## src/rtl/imuldiv_div_front_if.sv

```systemverilog
`default_nettype none
// ============================================================================
//  Module      : imuldiv_div_front_if
//  Description : Handshake bundle around the divide front-end. It carries the
//                execute-stage request, the divider request/response pair and
//                the consumer response.
//                master = front-end view, slave = surrounding environment.
//  Revision    : 1.0 - initial release
// ============================================================================
interface imuldiv_div_front_if;
    // Execute-stage request
    logic        req_val;
    logic        req_rdy;
    logic [1:0]  req_op;
    logic [31:0] req_a;
    logic [31:0] req_b;
    // Request to the iterative divider
    logic        divreq_val;
    logic        divreq_rdy;
    logic        divreq_msg_fn;
    logic [31:0] divreq_msg_a;
    logic [31:0] divreq_msg_b;
    // Response from the divider: {remainder, quotient}
    logic        divresp_val;
    logic        divresp_rdy;
    logic [63:0] divresp_msg_result;
    // Selected 32-bit result toward the consumer
    logic        resp_val;
    logic        resp_rdy;
    logic [31:0] resp_data;

    modport master (
        input  req_val, req_op, req_a, req_b,
        output req_rdy,
        output divreq_val, divreq_msg_fn, divreq_msg_a, divreq_msg_b,
        input  divreq_rdy,
        input  divresp_val, divresp_msg_result,
        output divresp_rdy,
        output resp_val, resp_data,
        input  resp_rdy
    );

    modport slave (
        output req_val, req_op, req_a, req_b,
        input  req_rdy,
        input  divreq_val, divreq_msg_fn, divreq_msg_a, divreq_msg_b,
        output divreq_rdy,
        output divresp_val, divresp_msg_result,
        input  divresp_rdy,
        input  resp_val, resp_data,
        output resp_rdy
    );
endinterface
`default_nettype wire

```

## src/rtl/imuldiv_div_front.sv

```systemverilog
`default_nettype none
// ============================================================================
//  Module      : imuldiv_div_front
//  Description : Front-end of the iterative divider. It forwards operands
//                combinationally and remembers, for each in-flight operation,
//                whether the quotient or the remainder is wanted. It then
//                returns the selected half of each divider result through a
//                small output queue.
//  Revision    : 1.0 - initial release
// ============================================================================
module imuldiv_div_front #(
    parameter int TAG_DEPTH = 2,
    parameter int OUT_DEPTH = 2
) (
    input  wire logic           clk,
    input  wire logic           reset,   // synchronous, active-low
    imuldiv_div_front_if.master bus
);

    localparam int TAG_AW = $clog2(TAG_DEPTH);
    localparam int TAG_CW = $clog2(TAG_DEPTH + 1);
    localparam int OUT_AW = $clog2(OUT_DEPTH);
    localparam int OUT_CW = $clog2(OUT_DEPTH + 1);

    localparam logic [TAG_CW-1:0] c_TAG_FULL_CNT = TAG_CW'(TAG_DEPTH);
    localparam logic [OUT_CW-1:0] c_OUT_FULL_CNT = OUT_CW'(OUT_DEPTH);

    // Tag FIFO: one bit per in-flight op, 1 = remainder wanted
    logic              tag_mem_q [TAG_DEPTH];
    logic [TAG_AW-1:0] tag_wr_ptr_q, tag_wr_ptr_d;
    logic [TAG_AW-1:0] tag_rd_ptr_q, tag_rd_ptr_d;
    logic [TAG_CW-1:0] tag_cnt_q,    tag_cnt_d;

    // Output queue of selected 32-bit results
    logic [31:0]       out_mem_q [OUT_DEPTH];
    logic [OUT_AW-1:0] out_wr_ptr_q, out_wr_ptr_d;
    logic [OUT_AW-1:0] out_rd_ptr_q, out_rd_ptr_d;
    logic [OUT_CW-1:0] out_cnt_q,    out_cnt_d;

    logic        w_tag_full;
    logic        w_tag_empty;
    logic        w_out_full;
    logic        w_out_empty;
    logic        w_req_rdy;
    logic        w_divresp_rdy;
    logic        w_resp_val;
    logic        w_req_fire;
    logic        w_divresp_fire;
    logic        w_resp_fire;
    logic [31:0] w_sel_data;

    assign w_tag_full  = (tag_cnt_q == c_TAG_FULL_CNT);
    assign w_tag_empty = (tag_cnt_q == '0);
    assign w_out_full  = (out_cnt_q == c_OUT_FULL_CNT);
    assign w_out_empty = (out_cnt_q == '0);

    // Handshakes are gated by reset so nothing is offered while it is held low,
    // even before the first clock edge has cleared the counters.
    assign w_req_rdy     = reset & bus.divreq_rdy & ~w_tag_full;
    assign w_divresp_rdy = reset & ~w_tag_empty & ~w_out_full;
    assign w_resp_val    = reset & ~w_out_empty;

    assign w_req_fire     = bus.req_val & w_req_rdy;
    assign w_divresp_fire = bus.divresp_val & w_divresp_rdy;
    assign w_resp_fire    = w_resp_val & bus.resp_rdy;

    // The oldest tag picks which half of the in-order divider result is kept
    assign w_sel_data = tag_mem_q[tag_rd_ptr_q] ? bus.divresp_msg_result[63:32]
                                                : bus.divresp_msg_result[31:0];

    assign bus.req_rdy       = w_req_rdy;
    assign bus.divreq_val    = reset & bus.req_val & ~w_tag_full;
    assign bus.divreq_msg_fn = bus.req_op[0];
    assign bus.divreq_msg_a  = bus.req_a;
    assign bus.divreq_msg_b  = bus.req_b;
    assign bus.divresp_rdy   = w_divresp_rdy;
    assign bus.resp_val      = w_resp_val;
    assign bus.resp_data     = out_mem_q[out_rd_ptr_q];

    // Next-state of tag FIFO pointers and occupancy
    always_comb begin
        tag_wr_ptr_d = tag_wr_ptr_q;
        tag_rd_ptr_d = tag_rd_ptr_q;
        tag_cnt_d    = tag_cnt_q;
        if (w_req_fire) begin
            tag_wr_ptr_d = tag_wr_ptr_q + TAG_AW'(1);
        end
        if (w_divresp_fire) begin
            tag_rd_ptr_d = tag_rd_ptr_q + TAG_AW'(1);
        end
        case ({w_req_fire, w_divresp_fire})
            2'b10:   tag_cnt_d = tag_cnt_q + TAG_CW'(1);
            2'b01:   tag_cnt_d = tag_cnt_q - TAG_CW'(1);
            default: tag_cnt_d = tag_cnt_q;
        endcase
    end

    // Next-state of output queue pointers and occupancy
    always_comb begin
        out_wr_ptr_d = out_wr_ptr_q;
        out_rd_ptr_d = out_rd_ptr_q;
        out_cnt_d    = out_cnt_q;
        if (w_divresp_fire) begin
            out_wr_ptr_d = out_wr_ptr_q + OUT_AW'(1);
        end
        if (w_resp_fire) begin
            out_rd_ptr_d = out_rd_ptr_q + OUT_AW'(1);
        end
        case ({w_divresp_fire, w_resp_fire})
            2'b10:   out_cnt_d = out_cnt_q + OUT_CW'(1);
            2'b01:   out_cnt_d = out_cnt_q - OUT_CW'(1);
            default: out_cnt_d = out_cnt_q;
        endcase
    end

    // Pointer and counter registers, cleared while reset is low
    always_ff @(posedge clk) begin
        if (!reset) begin
            tag_wr_ptr_q <= '0;
            tag_rd_ptr_q <= '0;
            tag_cnt_q    <= '0;
            out_wr_ptr_q <= '0;
            out_rd_ptr_q <= '0;
            out_cnt_q    <= '0;
        end else begin
            tag_wr_ptr_q <= tag_wr_ptr_d;
            tag_rd_ptr_q <= tag_rd_ptr_d;
            tag_cnt_q    <= tag_cnt_d;
            out_wr_ptr_q <= out_wr_ptr_d;
            out_rd_ptr_q <= out_rd_ptr_d;
            out_cnt_q    <= out_cnt_d;
        end
    end

    // Storage arrays; contents only matter once the counters say so
    always_ff @(posedge clk) begin
        if (w_req_fire) begin
            tag_mem_q[tag_wr_ptr_q] <= bus.req_op[1];
        end
        if (w_divresp_fire) begin
            out_mem_q[out_wr_ptr_q] <= w_sel_data;
        end
    end

endmodule
`default_nettype wire

```

## src/flat_wrapper.sv

```systemverilog
// flat-port wrapper written by rule: the top's interface ports become plain ports
module imuldiv_div_front_flat 
#(
    parameter int TAG_DEPTH = 2,
    parameter int OUT_DEPTH = 2
)
  (clk, reset, bus_req_val, bus_req_op, bus_req_a, bus_req_b, bus_req_rdy, bus_divreq_val, bus_divreq_msg_fn, bus_divreq_msg_a, bus_divreq_msg_b, bus_divreq_rdy, bus_divresp_val, bus_divresp_msg_result, bus_divresp_rdy, bus_resp_val, bus_resp_data, bus_resp_rdy);
  imuldiv_div_front_if bus_i ();
  input  wire logic clk;
  input  wire logic reset;
  input wire logic [$bits(bus_i.req_val)-1:0] bus_req_val;
  input wire logic [$bits(bus_i.req_op)-1:0] bus_req_op;
  input wire logic [$bits(bus_i.req_a)-1:0] bus_req_a;
  input wire logic [$bits(bus_i.req_b)-1:0] bus_req_b;
  output wire logic [$bits(bus_i.req_rdy)-1:0] bus_req_rdy;
  output wire logic [$bits(bus_i.divreq_val)-1:0] bus_divreq_val;
  output wire logic [$bits(bus_i.divreq_msg_fn)-1:0] bus_divreq_msg_fn;
  output wire logic [$bits(bus_i.divreq_msg_a)-1:0] bus_divreq_msg_a;
  output wire logic [$bits(bus_i.divreq_msg_b)-1:0] bus_divreq_msg_b;
  input wire logic [$bits(bus_i.divreq_rdy)-1:0] bus_divreq_rdy;
  input wire logic [$bits(bus_i.divresp_val)-1:0] bus_divresp_val;
  input wire logic [$bits(bus_i.divresp_msg_result)-1:0] bus_divresp_msg_result;
  output wire logic [$bits(bus_i.divresp_rdy)-1:0] bus_divresp_rdy;
  output wire logic [$bits(bus_i.resp_val)-1:0] bus_resp_val;
  output wire logic [$bits(bus_i.resp_data)-1:0] bus_resp_data;
  input wire logic [$bits(bus_i.resp_rdy)-1:0] bus_resp_rdy;
  assign bus_i.req_val = bus_req_val;
  assign bus_i.req_op = bus_req_op;
  assign bus_i.req_a = bus_req_a;
  assign bus_i.req_b = bus_req_b;
  assign bus_req_rdy = bus_i.req_rdy;
  assign bus_divreq_val = bus_i.divreq_val;
  assign bus_divreq_msg_fn = bus_i.divreq_msg_fn;
  assign bus_divreq_msg_a = bus_i.divreq_msg_a;
  assign bus_divreq_msg_b = bus_i.divreq_msg_b;
  assign bus_i.divreq_rdy = bus_divreq_rdy;
  assign bus_i.divresp_val = bus_divresp_val;
  assign bus_i.divresp_msg_result = bus_divresp_msg_result;
  assign bus_divresp_rdy = bus_i.divresp_rdy;
  assign bus_resp_val = bus_i.resp_val;
  assign bus_resp_data = bus_i.resp_data;
  assign bus_i.resp_rdy = bus_resp_rdy;
  imuldiv_div_front #(.TAG_DEPTH(TAG_DEPTH), .OUT_DEPTH(OUT_DEPTH)) u_core (.clk(clk), .reset(reset), .bus(bus_i));
endmodule
```

## config.mk

```make
export PLATFORM = sky130hd
export DESIGN_NAME = imuldiv_div_front_flat
export DESIGN_NICKNAME = d
export VERILOG_FILES = /design/src/rtl/imuldiv_div_front_if.sv /design/src/rtl/imuldiv_div_front.sv /design/src/flat_wrapper.sv
export SDC_FILE = /design/constraint.sdc
export NUM_CORES = 1
export LEC_CHECK = 0
export BUFFER_PORTS_ARGS = -buffer_cell sky130_fd_sc_hd__buf_2
export CAP_MARGIN = 20
export CORE_MARGIN = 2
export CORE_UTILIZATION = 35
export DETAILED_ROUTE_END_ITERATION = 8
export PLACE_DENSITY = 0.67
export SLEW_MARGIN = 20
export SYNTH_ARGS = -nofsm -noshare
export SYNTH_HDL_FRONTEND = slang
export SYNTH_SLANG_ARGS = --single-unit
```

## constraint.sdc

```tcl
create_clock -name clk -period 5.55 [get_ports clk]
set_input_delay 0.555 -clock clk [delete_from_list [all_inputs] [get_ports clk]]
set_output_delay 0.555 -clock clk [all_outputs]
set_load 0.01 [all_outputs]
```

=== Word-level counts from Yosys, hierarchy flattened ===
Memory sizes are Yosys's and may differ from the RTL's. A register that Yosys moved wholly into a read port is not among the register bits.
Index checks and enable logic that the tools add are counted.

* Add/sub/neg operators: 8
* Equal/unequal tests: 6
* Mux-type cells: 11
* Bitwise gates (word level): 14
* Reductions and logical operators: 4

{| class="wikitable"
|+ Operators with widths
! kind !! number
|-
| 32-bit two-way mux || 1
|-
| 1-bit AND || 10
|-
| 2-bit equality test (second input constant) || 4
|-
| 1-bit two-way mux || 8
|-
| 2-bit case mux with 2 select lines || 2
|-
| 1-bit adder (second input constant) || 4
|-
| 2-bit by 1-bit adder with 2-bit output (second input constant) || 2
|-
| 2-bit by 1-bit equality test with 1-bit output (second input constant) || 2
|-
| 2-bit logical NOT || 2
|-
| 1-bit inverter || 4
|-
| 2-bit nonzero test || 2
|-
| 2-bit by 1-bit subtractor with 2-bit output (second input constant) || 2
|}

* Bits in registers: 8
* RAM bits: 66
* Input bits: 136
* Output and inout bits: 101
* Word-level logic and storage cells: 51
* Memories: 2

{| class="wikitable"
|+ Memories
! name !! depth !! width !! read ports !! clocked after memory_dff !! write ports !! RTL line !! RTL
|-
| u_core.out_mem_q || 2 || 32 || 1 || 1 || 1 || imuldiv_div_front.sv:35 || <nowiki>logic [31:0] out_mem_q [OUT_DEPTH];</nowiki>
|-
| u_core.tag_mem_q || 2 || 1 || 1 || 1 || 1 || imuldiv_div_front.sv:29 || <nowiki>logic tag_mem_q [TAG_DEPTH];</nowiki>
|}

=== Logic depth before layout (Yosys ltp) ===
* Depth in word-level cells: 7
* Depth in mapped cells: 7
* Depth with buffers taken out: 7

=== Least setup slack after synthesis ===
No wires, ideal clock.

* Path type: input to register
* From: input reset
* To: memory u_core.out_mem_q[0][0] (enable)
* Library setup time: 0.421 ns
* Data arrival time: 2.204 ns
* Required time: 5.129 ns
* Setup slack: 2.924 ns
* Cell stages on the path: 2
* Path buffers: 0
* Cells stage by stage: o2111ai_2 -> nor2_1

* Longest elaborated chain between the ends: 5

{| class="wikitable"
|+ Ends and longest elaborated chain
! what !! RTL line !! RTL
|-
| start: declaration || flat_wrapper.sv:10 || <nowiki>input wire logic reset;</nowiki>
|-
| 1-bit AND (2 in series) || imuldiv_div_front.sv:60 || <nowiki>assign w_divresp_rdy = reset & ~w_tag_empty & ~w_out_full;</nowiki>
|-
| 1-bit AND || imuldiv_div_front.sv:64 || <nowiki>assign w_divresp_fire = bus.divresp_val & w_divresp_rdy;</nowiki>
|-
| 1-bit two-way mux || imuldiv_div_front.sv:140 || <nowiki>if (w_divresp_fire) begin</nowiki>
|-
| 1-bit two-way mux (not written as such) || imuldiv_div_front.sv:141 || <nowiki>out_mem_q[out_wr_ptr_q] <= w_sel_data;</nowiki>
|-
| end: declaration || imuldiv_div_front.sv:35 ||
|}

Every way passes these cells.

==> run_results.csv <==
group,metric,value,unit
route,remaining_drc_errors,0,
placed_design,gp_congestion,0.6818,
sta,finalCritPeriodShare,38.27,%
layout,final_common_cell,"buf_2",
sta,tightest_slew,930.1,ps
cts,cts_buffers,9,
cts,insertion_delay,340,ps
yosys,syn_nets,391,
worst_setup_path,cp-start-kind,"register",
layout,drive_above_1_share,61.84,%
floorplanning,dieArea,0.01154,mm²
cts,cts_sinks,76,
sta,rsz0062_at_grt,"false",
power,p_per_area,290.2,mW/mm²
sta,drv_slew,0,
layout,n_antenna_cell,0,
route,wl_per_cell,15.82,µm
floorplanning,die_h,107.4,µm
route,vias_per_cell,4.543,
route,drt-initial-drc-count,41,
floorplanning,row_count,37,
cts,clockBufferDepth,2,
yosys,ys.warnings.count,0,
placed_design,dp.cells,424,
route,wl,6961,µm
run_status,status,"complete, no violations",
yosys,synth_edf_count,66,
grt,grt.total_usage,11.68,%
placed_design,portBuffers,106,
yosys,async_flop_share,0,%
sta,relSlewSlack,37.85,%
sta,setup_tns,0,ps
worst_setup_path,crit_required,4990,ps
worst_setup_path,cpMaxStageDelayCell,"mux2_2",
hold_path,hp-class,"in2reg",
grt,grt_pass1_wl,9887,µm
route,num_vias,1999,
power,vdd_drop_max,116.5,µV
cts,hold_buffers,0,
cts,cts_tree,"built",
route,drtAntennaViolNets,0,
cts,cts_max_level,3,
floorplanning,coreArea,0.01037,mm²
floorplanning,ios,237,
run,max_cap_violations,0,
route,drt-pass1-iter-count,4,
cts,cts-root-buf,"clkbuf_8",
worst_setup_path,critPathArrivalTime,1570,ps
yosys,synthAdderAreaFrac,0.6684,%
yosys,avgSynthCellArea,14.80,µm²
placed_design,post-dp-hpwl,5015,µm
layout,fin_nets,437,
floorplanning,die_w,107.4,µm
sta,hold_viol_final,0,
cts,clk_pin_slew,70,ps
yosys,muxShareOfSynthArea,21.22,%
sta,post-route-min-period,2124,ps
yosys,syn-instance-count,253,
cts,post_cts_buffers,0,
layout,final_cell_mix,"buf_2, edfxtp_1, mux2_2, clkbuf_8, dfxtp_1",
layout,fin_cells,440,
yosys,ys_seq_area_share,58.29,%
yosys,synth_compound_area_share,1.537,%
yosys,synth_top_family_by_area,"multiplexers",
yosys,ys_ff_latch,76,
yosys,synthSimpleGateAreaFrac,2.607,%
worst_setup_path,criticalPathCategory,"reg2out",
worst_setup_path,rrSetupSlack,3480,ps
grt,antenna_found_initial,0,
sta,finalSetupViolations,0,
worst_setup_path,crit_path_max_incr_delay,400,ps
yosys,synth-xor-area-share,0.9358,%
yosys,synth_flop_cell,"edfxtp_1",
grt,grt_max_degree,33,
worst_setup_path,worstPathMaxFanout,32,
power,p_leak,1.609,nW
power,total_power,1.206,mW
worst_setup_path,end_kind,"output pin",
floorplanning,start_util,36.10,%
layout,syn_to_final_growth,11.03,%
yosys,synth_cell_types,26,
sta,skew,8.587,ps
yosys,netlist_area,0.003744,mm²
sta,max_freq,470.8,MHz
worst_setup_path,path_cells,"buf_4 -> mux2_2 -> buf_2",
grt,grt_pass1_vias,2004,
cts,cts_resized,0,
grt,gr-total-overflow,0,
[report_power, final]
part / internal, mW / switching, mW
Sequential: 0.637 / 0.00627
Combinational: 0.0625 / 0.0511
Clock: 0.260 / 0.189
Total: 0.959 / 0.247
[cell usage after synthesis, drive strengths merged (3+ instances only)]
library cell | number | share of area [%]
buf | 71 | 14
edfxtp | 66 | 53
mux2 | 64 | 19
dfxtp | 10 | 5.3
mux2i | 7 | 2.0
and2 | 4 | 0.67
nand2 | 4 | 0.40
xnor2 | 4 | 0.94
and3 | 3 | 0.50
clkbuf | 3 | 0.30
[cell families after synthesis]
kind of cell / count (synthesis)
flip-flops: 76
adder cells (fa/ha/maj): 2
XOR/XNOR: 4
multiplexers: 71
AO/OA/AOI/OAI: 7
buffers and inverters: 75
AND/OR/NAND/NOR: 18
[area by class of cell]
type                    instances  area [µm²]
flip-flops and latches         76        2182
fillers                       987        6213
well taps                     136       170.2
clock buffers                  13       180.2
repair buffers                109       553.0
multi-input cells             102        1026
inverters                       1       3.754
clock inverters                 3       41.29
[per-stage QoR]
step	hold slack [ps]	setup slack, ps	instance area [µm²]	util, %
3_3_place_gp	448.4	3225	3935	37.95
5_1_grt	383.7	3302	4156	40.08
3_5_place_dp	454.4	3170	3935	37.95
2_1_floorplan	433.1	2924	3744	-
6_report	408.0	3426	4156	40.08
4_1_cts	392.9	3370	4156	40.08
[flip-flops by register name (all words and copies together), names as in the netlist, named ones only]
register             flops
u_core.tag_wr_ptr_q      1
u_core.tag_mem_q         2
u_core.out_wr_ptr_q      1
u_core.out_rd_ptr_q      1
u_core.tag_cnt_q         2
u_core.out_cnt_q         2
u_core.out_mem_q        64
u_core.tag_rd_ptr_q      1
[critical path: cells and delay by family (launching register included)]
kind | cells | cell delay (ps)
buffers and inverters | 2 | 500
multiplexers | 1 | 400
flip-flops | 1 | 310
[worst paths after layout]
| kind | to | depth (start not counted) | from |
|---|---|---|---|
| max | bus_resp_data[1] | 3 | register |
| min | u_core.tag_mem_q[0]$_DFFE_PP_ | 1 | bus_req_op[1] |
| min reg2reg | u_core.out_rd_ptr_q$_SDFFE_PN0P_ | 1 | u_core.out_rd_ptr_q$_SDFFE_PN0P_ |
| max reg2reg | u_core.out_mem_q[0][1]$_DFFE_PP_ | 3 | u_core.out_cnt_q[0]$_SDFFE_PN0P_ |
[routing by layer]
metal	track usage, %	part of all wire [%]	wire [µm]
met5	0	0	0
met4	5.861	2.2	153
met3	5.085	11	753
met2	21.38	50	3502
met1	10.99	37	2551
(Power assumes the default switching activity.)
